==> src/rtl/seg_pkg.sv <==
// Shared glyphs, segment bit positions and dark values for the seven-segment scan driver.
// Codes 10..15 light A..F only when SEG_HEX_EN is defined, otherwise they stay blank.
package seg_pkg;

    // Bit positions inside the active-low segment byte.
    localparam int SEG_A_BIT  = 7;
    localparam int SEG_B_BIT  = 6;
    localparam int SEG_C_BIT  = 5;
    localparam int SEG_D_BIT  = 4;
    localparam int SEG_E_BIT  = 3;
    localparam int SEG_F_BIT  = 2;
    localparam int SEG_G_BIT  = 1;
    localparam int SEG_DP_BIT = 0;

    localparam logic [7:0] SEG_OFF   = 8'hFF;
    localparam logic [7:0] ANODE_OFF = 8'hFF;

    // Seven-segment glyphs ordered a..g from MSB to LSB, 1 = segment off.
    localparam logic [6:0] GLYPH_0     = 7'b0000001;
    localparam logic [6:0] GLYPH_1     = 7'b1001111;
    localparam logic [6:0] GLYPH_2     = 7'b0010010;
    localparam logic [6:0] GLYPH_3     = 7'b0000110;
    localparam logic [6:0] GLYPH_4     = 7'b1001100;
    localparam logic [6:0] GLYPH_5     = 7'b0100100;
    localparam logic [6:0] GLYPH_6     = 7'b0100000;
    localparam logic [6:0] GLYPH_7     = 7'b0001111;
    localparam logic [6:0] GLYPH_8     = 7'b0000000;
    localparam logic [6:0] GLYPH_9     = 7'b0000100;
    localparam logic [6:0] GLYPH_A     = 7'b0001000;
    localparam logic [6:0] GLYPH_B     = 7'b1100000;
    localparam logic [6:0] GLYPH_C     = 7'b0110001;
    localparam logic [6:0] GLYPH_D     = 7'b1000010;
    localparam logic [6:0] GLYPH_E     = 7'b0110000;
    localparam logic [6:0] GLYPH_F     = 7'b0111000;
    localparam logic [6:0] GLYPH_BLANK = 7'b1111111;

    function automatic logic [6:0] glyph_of(input logic [3:0] code, input logic hex_en);
        logic [6:0] g;
        case (code)
            4'd0:    g = GLYPH_0;
            4'd1:    g = GLYPH_1;
            4'd2:    g = GLYPH_2;
            4'd3:    g = GLYPH_3;
            4'd4:    g = GLYPH_4;
            4'd5:    g = GLYPH_5;
            4'd6:    g = GLYPH_6;
            4'd7:    g = GLYPH_7;
            4'd8:    g = GLYPH_8;
            4'd9:    g = GLYPH_9;
            4'd10:   g = hex_en ? GLYPH_A : GLYPH_BLANK;
            4'd11:   g = hex_en ? GLYPH_B : GLYPH_BLANK;
            4'd12:   g = hex_en ? GLYPH_C : GLYPH_BLANK;
            4'd13:   g = hex_en ? GLYPH_D : GLYPH_BLANK;
            4'd14:   g = hex_en ? GLYPH_E : GLYPH_BLANK;
            4'd15:   g = hex_en ? GLYPH_F : GLYPH_BLANK;
            default: g = GLYPH_BLANK;
        endcase
        return g;
    endfunction

    // Places a..g and the decimal point into the active-low output byte.
    function automatic logic [7:0] seg_pack(input logic [6:0] seg7, input logic dp_on);
        logic [7:0] v;
        v             = SEG_OFF;
        v[SEG_A_BIT]  = seg7[6];
        v[SEG_B_BIT]  = seg7[5];
        v[SEG_C_BIT]  = seg7[4];
        v[SEG_D_BIT]  = seg7[3];
        v[SEG_E_BIT]  = seg7[2];
        v[SEG_F_BIT]  = seg7[1];
        v[SEG_G_BIT]  = seg7[0];
        v[SEG_DP_BIT] = ~dp_on;
        return v;
    endfunction

endpackage

==> src/rtl/seg_decode.sv <==
// Four-bit code to active-low a..g segments.
// Hex letters for codes 10..15 appear only when SEG_HEX_EN is defined.
module seg_decode
    import seg_pkg::*;
(
    input  logic [3:0] i_code,
    output logic [6:0] o_seg
);

`ifdef SEG_HEX_EN
    localparam logic HEX_EN = 1'b1;
`else
    localparam logic HEX_EN = 1'b0;
`endif

    // Pure lookup; the glyph table lives in the package.
    always_comb begin
        o_seg = glyph_of(i_code, HEX_EN);
    end

endmodule

==> src/rtl/seg_scan_driver.sv <==
// Time-multiplexed seven-segment driver: per-frame input snapshot, blanked slot starts.
// Build with SEG_HEX_EN defined to show codes 10..15 as A..F instead of blank.
module seg_scan_driver
    import seg_pkg::*;
#(
    parameter int NDIG  = 4,
    parameter int DIV   = 1024,
    parameter int BLANK = 16
) (
    input  logic                  clk,
    input  logic                  rst,
    input  logic                  en,
    input  logic [4*NDIG-1:0]     digits,
    input  logic [NDIG-1:0]       dp,
    output logic [NDIG-1:0]       An,
    output logic [7:0]            Cout,
    output logic                  frame_start
);

    localparam int CW = (DIV > 1) ? $clog2(DIV) : 1;
    localparam int IW = (NDIG > 1) ? $clog2(NDIG) : 1;

    localparam logic [CW-1:0]   CNT_LAST  = CW'(DIV - 1);
    localparam logic [CW-1:0]   CNT_BLANK = CW'(BLANK);
    localparam logic [IW-1:0]   IDX_LAST  = IW'(NDIG - 1);
    localparam logic [NDIG-1:0] AN_DARK   = ANODE_OFF[NDIG-1:0];

    logic [CW-1:0]     r_cnt;
    logic [IW-1:0]     r_idx;
    logic [4*NDIG-1:0] r_shadow_digits;
    logic [NDIG-1:0]   r_shadow_dp;
    logic [NDIG-1:0]   r_an;
    logic [7:0]        r_cout;
    logic              r_frame_start;

    logic [3:0]        w_code;
    logic              w_dp;
    logic [6:0]        w_seg7;
    logic [NDIG-1:0]   w_an_sel;
    logic              w_frame_edge;
    logic              w_dark;

    assign w_frame_edge = en && (r_cnt == {CW{1'b0}}) && (r_idx == {IW{1'b0}});
    assign w_dark       = !en || (r_cnt < CNT_BLANK);

    // Select the shadow code/dp of the current digit and its single low anode.
    always_comb begin
        w_code   = 4'h0;
        w_dp     = 1'b0;
        w_an_sel = AN_DARK;
        for (int i = 0; i < NDIG; i++) begin
            w_code             = (r_idx == IW'(i)) ? r_shadow_digits[4*i +: 4] : w_code;
            w_dp               = (r_idx == IW'(i)) ? r_shadow_dp[i] : w_dp;
            w_an_sel[NDIG-1-i] = (r_idx == IW'(i)) ? 1'b0 : 1'b1;
        end
    end

    seg_decode u_decode (
        .i_code (w_code),
        .o_seg  (w_seg7)
    );

    // Scan position: cleared while disabled, otherwise slot counter then digit index.
    always_ff @(posedge clk or posedge rst) begin
        if (rst) begin
            r_cnt <= {CW{1'b0}};
            r_idx <= {IW{1'b0}};
        end else if (!en) begin
            r_cnt <= {CW{1'b0}};
            r_idx <= {IW{1'b0}};
        end else if (r_cnt == CNT_LAST) begin
            r_cnt <= {CW{1'b0}};
            r_idx <= (r_idx == IDX_LAST) ? {IW{1'b0}} : r_idx + IW'(1);
        end else begin
            r_cnt <= r_cnt + CW'(1);
            r_idx <= r_idx;
        end
    end

    // Inputs are sampled once per frame so a frame never mixes two input values.
    always_ff @(posedge clk or posedge rst) begin
        if (rst) begin
            r_shadow_digits <= {(4*NDIG){1'b0}};
            r_shadow_dp     <= {NDIG{1'b0}};
            r_frame_start   <= 1'b0;
        end else if (w_frame_edge) begin
            r_shadow_digits <= digits;
            r_shadow_dp     <= dp;
            r_frame_start   <= 1'b1;
        end else begin
            r_shadow_digits <= r_shadow_digits;
            r_shadow_dp     <= r_shadow_dp;
            r_frame_start   <= 1'b0;
        end
    end

    // Registered drive; the blank window at each slot start keeps anodes from overlapping.
    always_ff @(posedge clk or posedge rst) begin
        if (rst) begin
            r_an   <= AN_DARK;
            r_cout <= SEG_OFF;
        end else if (w_dark) begin
            r_an   <= AN_DARK;
            r_cout <= SEG_OFF;
        end else begin
            r_an   <= w_an_sel;
            r_cout <= seg_pack(w_seg7, w_dp);
        end
    end

    assign An          = r_an;
    assign Cout        = r_cout;
    assign frame_start = r_frame_start;

endmodule

==> config.mk <==
export PLATFORM = sky130hd
export DESIGN_NAME = seg_scan_driver
export DESIGN_NICKNAME = d
export VERILOG_FILES = /design/src/rtl/seg_pkg.sv /design/src/rtl/seg_decode.sv /design/src/rtl/seg_scan_driver.sv
export SDC_FILE = /design/constraint.sdc
export NUM_CORES = 1
export LEC_CHECK = 0
export CAP_MARGIN = 20
export CORE_ASPECT_RATIO = 1.25
export CORE_MARGIN = 4
export CORE_UTILIZATION = 30
export CTS_BUF_LIST = sky130_fd_sc_hd__clkbuf_8
export CTS_CLUSTER_SIZE = 16
export DETAILED_ROUTE_END_ITERATION = 8
export PLACE_DENSITY = 0.51
export SLEW_MARGIN = 30
export SYNTH_ARGS = -nofsm -noshare
export SYNTH_HDL_FRONTEND = slang
export SYNTH_SLANG_ARGS = --single-unit
==> constraint.sdc <==
create_clock -name clk -period 3.8 [get_ports clk]
set_input_delay 0.76 -clock clk [delete_from_list [all_inputs] [get_ports clk]]
set_output_delay 0.76 -clock clk [all_outputs]
set_load 0.03 [all_outputs]
==> results of run 1 <==
==> critical path: cells and delay by family (launching register included) <==
kind | cells | cell delay (ps)
flops | 1 | 420
fa+ha+maj | 2 | 930
compound gates | 4 | 990
==> metrics by stage <==
stage	total power [mW]	hold slack, ps
detailed placement	0.8287	494.2
global route	1.195	532.5
CTS	1.144	517.8
finish	1.123	509.4
floorplan	0.7525	467.5
global placement	0.8278	489.9
==> cells in the mapped netlist (all sizes together), types with 2 or more instances <==
| cell | n | area [um^2] |
|---|---|---|
| a211oi | 6 | 50.05 |
| a21boi | 2 | 15.01 |
| and3 | 2 | 12.51 |
| mux2 | 21 | 240.2 |
| a221o | 2 | 21.27 |
| a21oi | 2 | 13.76 |
| dfstp | 12 | 315.3 |
| mux2i | 6 | 60.06 |
| nand3 | 5 | 25.02 |
| dfrtp | 33 | 825.8 |
| nor2 | 11 | 41.29 |
| and2 | 4 | 25.02 |
| a22oi | 4 | 30.03 |
| nor3 | 2 | 10.01 |
| buf | 6 | 38.79 |
| nor2b | 4 | 25.02 |
| inv | 14 | 52.55 |
| ha | 12 | 150.1 |
| o21ai | 3 | 15.01 |
| nand2 | 12 | 45.04 |
| a221oi | 3 | 38.79 |
| nor4 | 3 | 25.02 |
| nand4 | 2 | 12.51 |
| nor3b | 3 | 22.52 |
| nand3b | 4 | 42.54 |
| xnor2 | 6 | 52.55 |
==> sequential cells by signal, summed over array words and instances (netlist names) <==
name	count
r_shadow_digits	16
frame_start	1
r_idx	2
An	4
Cout	8
r_cnt	10
r_shadow_dp	4
==> kinds of logic (layout without fill, tap and decap cells) <==
kind of cell             count (synthesis)  after routing  synth area share
AND/OR/NAND/NOR                         54             54            0.1328
adder cells (fa/ha/maj)                 12             12           0.06611
AO/OA/AOI/OAI                           26             26           0.09752
buffers and inverters                   21             60           0.04187
XOR/XNOR                                 7              7           0.02700
flip-flops                              45             45            0.5025
multiplexers                            27             27            0.1322
==> cell type report <==
| type | instances | area [um^2] |
|---|---|---|
| clock inverters | 2 | 13.76 |
| clock buffers | 6 | 82.58 |
| repair buffers | 38 | 372.9 |
| multi-input cells | 126 | 1035 |
| well taps | 92 | 115.1 |
| flip-flops and latches | 45 | 1141 |
| fillers | 738 | 4544 |
| inverters | 14 | 52.55 |
==> routing by layer <==
metal  part of all wire  global-route usage  vias up
li1                   -                   -      749
met1               0.44              0.1314      734
met2               0.51              0.1800       27
met3              0.037             0.02111        4
met4              0.013             0.03394        0
met5                  0                   0        -
==> worst paths after layout <==
kind	startpoint	endpoint	slack, ps	cells past startpoint
setup / recovery	r_idx[0]	Cout[6]	1380	6
hold / removal	r_shadow_digits[13]	r_shadow_digits[13]	510	1
setup reg to reg	r_idx[0]	Cout[6]	1380	6
hold reg to reg	r_shadow_digits[13]	r_shadow_digits[13]	510	1
max in group asynchronous	rst	An[3]	2270	3
min in group asynchronous	rst	r_shadow_digits[12]	770	2
==> power breakdown <==
part / leakage (nW) / switching (mW) / total, mW / internal, mW
Sequential: 0.539 / 0.0373 / 0.576 / 0.539
Clock: 0.0512 / 0.163 / 0.310 / 0.148
Combinational: 0.571 / 0.107 / 0.237 / 0.130
Total: 1.16 / 0.307 / 1.12 / 0.816
==> impl_results.md, run 1 <==
- Run status: finished, final reports clean
- Maximum vdd drop: approximately 0.14 mV
- Post-synthesis sequential area ratio: 0.5025
- GPL Wtd Cong: 0.8312
- RSZ-0062 raised after global routing: false
- Most frequent cells in the layout: clkdlybuf4s50_1, dfrtp_1, mux2_2, inv_1
- Worst relative slew slack: 0.5719
- Vias: 1,514
- Largest net degree at the start of global routing: 27
- Area grow syn2layout: 23.86%
- Top-Level Pins: 36
- Clock sink total: between 40 and 50
- Crit-path cells: ha_1 > a211oi_1 > a221oi_2 > ha_1 > o211a_1 > o21ai_0
- Cts bufs inserted: 5
- Ys async rst share: 1.000
- CP arrival: 2640 ps
- Final period utilization: 0.6379
- Design area: between 2000 and 3000 um^2
- Hold Path Class: register to register
- Non-filler cells, final: between 300 and 400
- Post-CTS Repair Setup Buffers: 0
- Synth cell types: between 40 and 50
- # rows: 35
- Least-Margin Pin Slew: roughly 640 ps
- Port Buffers: 35
- CP startpoint kind: register
- Critical Path Max Stage Delay: about 590 ps
- Dpl hpwl: 3.370 mm
- Worst path slowest cell: ha_1
- Initial DRT Pass Iterations: 4
- Wire per inst: ~14 um
- CTS tree: built
- Post-DP Area: roughly 2700 um^2
- Final WL: 4.407 mm
- CTS max path bufs: 2
- Layout Nets: between 200 and 300
- Final setup viols: 0
- Ys Warns: 0
- Core area: approximately 7400 um^2
- CTS resizes: 0
- Slew Viols, Final: 0
- Worst setup EP type: register
- Die X: between 80 and 90 um
- Post-route DRC: 0
- Crit path required time: 4020 ps
- Dpl cells: between 300 and 400
- DIE AREA: 9035 um^2
- Setup TNS: 0 ps
- Vias in the first global route: 1,519
- Commonest non-fill, non-tap cell in the layout: clkdlybuf4s50_1
- Layout cells sized above 1: 0.2251
- Clock H-tree levels: 2
- Min cycle time layout: 2424 ps
- Setup ws final: roughly 1400 ps
- Diode count: 0
- Post-synth EDFFs: 0
- Worst-path clk slew: approximately 90 ps
- Netlist Area Pre-Place: around 2300 um^2
- Post-Synthesis Cells: 192
- FMAX: between 400 and 500 MHz
- Lkg Pwr: around 1.2 nW
- Seq cells post-synth: 45
- Top FF cell, synth: dfrtp_1
- Initial Util: 0.3087
- Global-route wire length before repair: roughly 7.5 mm
- Clk Latency, worst-skew pair: roughly 300 ps
- Total GRT Usage: 0.1052
- DIE HEIGHT: ~110 um
- Initial antenna violation count: 0
- Detail Route Antenna Nets: 0
- Dpl ws: approximately 1400 ps
- Syn_nets: 227
- Crit-path most repeated cell: ha_1
- Worst Path Max Fanout: 18
- Post-CTS Hold Fix Bufs: 0
- 1st-iter DRT viols: 38
- Final core utilization: 0.3823
- Max_cap viols: 0
- Clock skew: between 15 and 20 ps
- Power density over cell area: 399.4 nW/um^2
- Setup CP Type: register to register
- Final hold vios: 0
- Syn Area/Cell: 11.83 um^2
- Total global routing overflow: 0
- Root Driver: clkbuf_8
- Vias/cell: roughly 4.7
No activity file was read; power rests on OpenSTA's default activity.
==> run 2, diff against run 1 <==
--- a/config.mk
+++ b/config.mk
@@ -12,7 +12,7 @@
 export CTS_BUF_LIST = sky130_fd_sc_hd__clkbuf_8
 export CTS_CLUSTER_SIZE = 16
 export DETAILED_ROUTE_END_ITERATION = 8
-export PLACE_DENSITY = 0.51
+export PLACE_DENSITY = 0.52
 export SLEW_MARGIN = 30
 export SYNTH_ARGS = -nofsm -noshare
 export SYNTH_HDL_FRONTEND = slang
==> constraint.sdc (replaced) <==
create_clock -name clk -period 2.1 [get_ports clk]
set_input_delay 0.42 -clock clk [delete_from_list [all_inputs] [get_ports clk]]
set_output_delay 0.42 -clock clk [all_outputs]
set_load 0.03 [all_outputs]
==> run 2 against run 1 <==
Compared with the run above: largest cell class unchanged; flip-flop and latch count unchanged; global-route usage up 0.65 points; first-iteration DRC count up 29%; maximum frequency up 22%.
==> impl_results.md, run 2 (synthesized netlist as in run 1, its figures left out) <==
- 1st-iter DRT viols: 49 (+29%)
- Initial antenna violation count: 0 (unchanged)
- Root Driver: clkbuf_8
- Most frequent cells in the layout: clkdlybuf4s50_1, dfrtp_1, mux2_2, buf_4
- Global-route wire length before repair: 8.059 mm (+7.1%)
- FMAX: 503.0 MHz (+22%)
- CTS tree: built
- Crit path required time: 2340 ps (-1680 ps)
- Vias: 1,577 (+4.2%)
- Least-Margin Pin Slew: 622.9 ps (-15.32 ps)
- Worst path slowest cell: dfrtp_1
- Dpl hpwl: 3.679 mm (+9.2%)
- Worst Path Max Fanout: 6 (-12)
- Non-filler cells, final: 338 (+4.6%)
- CTS max path bufs: 2 (unchanged)
- Commonest non-fill, non-tap cell in the layout: clkdlybuf4s50_1
- Top sig layer: met4
- Maximum vdd drop: 0.3030 mV (+120%)
- Cts bufs inserted: 5 (unchanged)
- Area grow syn2layout: 31.79%
- Final setup viols: 0 (unchanged)
- Worst setup EP type: register
- Final hold vios: 0 (unchanged)
- Core area: 7357 um^2 (unchanged)
- Post-route DRC: 0 (unchanged)
- Power density over cell area: 701.9 nW/um^2 (+76%)
- CP arrival: 2230 ps (-410 ps)
- Vias/cell: 4.666 (-0.46%)
- Port Buffers: 35 (unchanged)
- CP startpoint kind: register
- Worst-path clk slew: 90 ps (about the same)
- Setup CP Type: register to register
- Clock skew: 8.945 ps (-6.326 ps)
- Total global routing overflow: 0 (unchanged)
- Routed length on met3: 152 um (-6.2%)
- Max_cap viols: 0 (unchanged)
- Detail Route Antenna Nets: 0 (unchanged)
- Layout cells sized above 1: 0.3171 (+0.09196)
- Dpl cells: 327 (+3.8%)
- Clk Latency, worst-skew pair: 300 ps (about the same)
- Clock sink total: 45 (unchanged)
- GPL Wtd Cong: 0.8099 (-2.6%)
- Critical Path Max Stage Delay: 430 ps (-160 ps)
- Final Hold Slack: 422.0 ps (-87.39 ps)
- Initial Util: 0.3087 (unchanged)
- Total GRT Usage: 0.1116 (+0.006465)
- Hold Path Class: input port to async pin
- CP bufs+invs: 2 (+2)
- Min cycle time layout: 1988 ps (-436.2 ps)
- Diode count: 0 (unchanged)
- Crit-path cells: buf_4 > ha_2 > buf_4 > nor3b_2 > a221o_2 > mux2_4 > a21oi_2
- Final core utilization: 0.4068 (+0.02449)
- M1 WL: 1.987 mm (+3.6%)
- Largest net degree at the start of global routing: 24 (-11%)
- Top-Level Pins: 36 (unchanged)
- DIE HEIGHT: 105.3 um (unchanged)
- Initial DRT Pass Iterations: 4 (unchanged)
- Post-CTS Hold Fix Bufs: 0 (unchanged)
- Setup TNS: 0 ps (unchanged)
- Clock H-tree levels: 2 (unchanged)
- Crit-path most repeated cell: buf_4
- # rows: 35 (unchanged)
- Number of flip-flops in the largest register: 16 (unchanged)
- CP top delay family: compound AO/OA/AOI/OAI gates
- Vias in the first global route: 1,669 (+9.9%)
- Slew Viols, Final: 0 (unchanged)
- Run status: finished, final reports clean
- DIE AREA: 9035 um^2 (unchanged)
- Total power: 2.101 mW (+87%)
- Final WL: 4.679 mm (+6.2%)
- Met2 routed WL: 2.487 mm (+9.8%)
- Layout Nets: 280 (+5.7%)
- Die X: 85.82 um (unchanged)
- Final period utilization: 0.9467 (+0.3087)
- Worst relative slew slack: 0.5821 (+0.01028)
- Wire per inst: 13.84 um (+1.5%)
- Top reg by flops: r_shadow_digits
- Lkg Pwr: 1.239 nW (+6.7%)
run 2: changes by cell type in the layout (fill, tap and decap cells not counted), sizes merged:
cell,before,now
buf,3,18
clkbuf,6,5
clkinv,3,4
run 2: power by group:
part	switching [mW]	internal, mW
Clock	0.312	0.236
Combinational	0.215	0.288
Sequential	0.0740	0.975
run 2: per-stage QoR:
step,worst slack (ps),instance area [um^2]
2_1_floorplan,38.28,2271
3_3_place_gp,86.40,2819
3_5_place_dp,5.240,2819
4_1_cts,15.27,2922
5_1_grt,-14.31,2993
6_report,112.0,2993
run 2: final cells by class:
type | instances | area [um^2]
Clock inverter | 3 | 22.52
Timing Repair Buffer | 53 | 498.0
Tap cell | 92 | 115.1
Clock buffer | 5 | 68.82
Fill cell | 710 | 4364
Inverter | 14 | 52.55
Multi-Input combinational cell | 126 | 1094
Sequential cell | 45 | 1142
run 2: what timing repair did:
item,in CTS,in global routing
pin swaps,0,2
buffers inserted,0,3
resized for setup,1,14
setup endpoints to repair,1,7
run 2: worst paths after layout:
kind / to / slack [ps] / startpoint / cells past startpoint
min reg2reg: Cout[0] / 520 / r_shadow_dp[3] / 3
max in group asynchronous: Cout[6] / 1130 / rst / 3
min: r_cnt[7] / 420 / rst / 2
max: Cout[3] / 110 / r_idx[1] / 7
max reg2reg: Cout[3] / 110 / r_idx[1] / 7
min in group clk: Cout[0] / 520 / r_shadow_dp[3] / 3
run 2: per-layer routing:
layer  GRT usage  vias up
li1            -      771
met4     0.03394        0
met2      0.2011       30
met1      0.1283      771
met5           0        -
met3     0.02737        5
run 2: worst reg2reg max path, stage by stage (launching register included):
cell	delay [ps]
dfrtp_1	430
buf_4	150
ha_2	200
buf_4	160
nor3b_2	160
a221o_2	380
mux2_4	320
a21oi_2	120
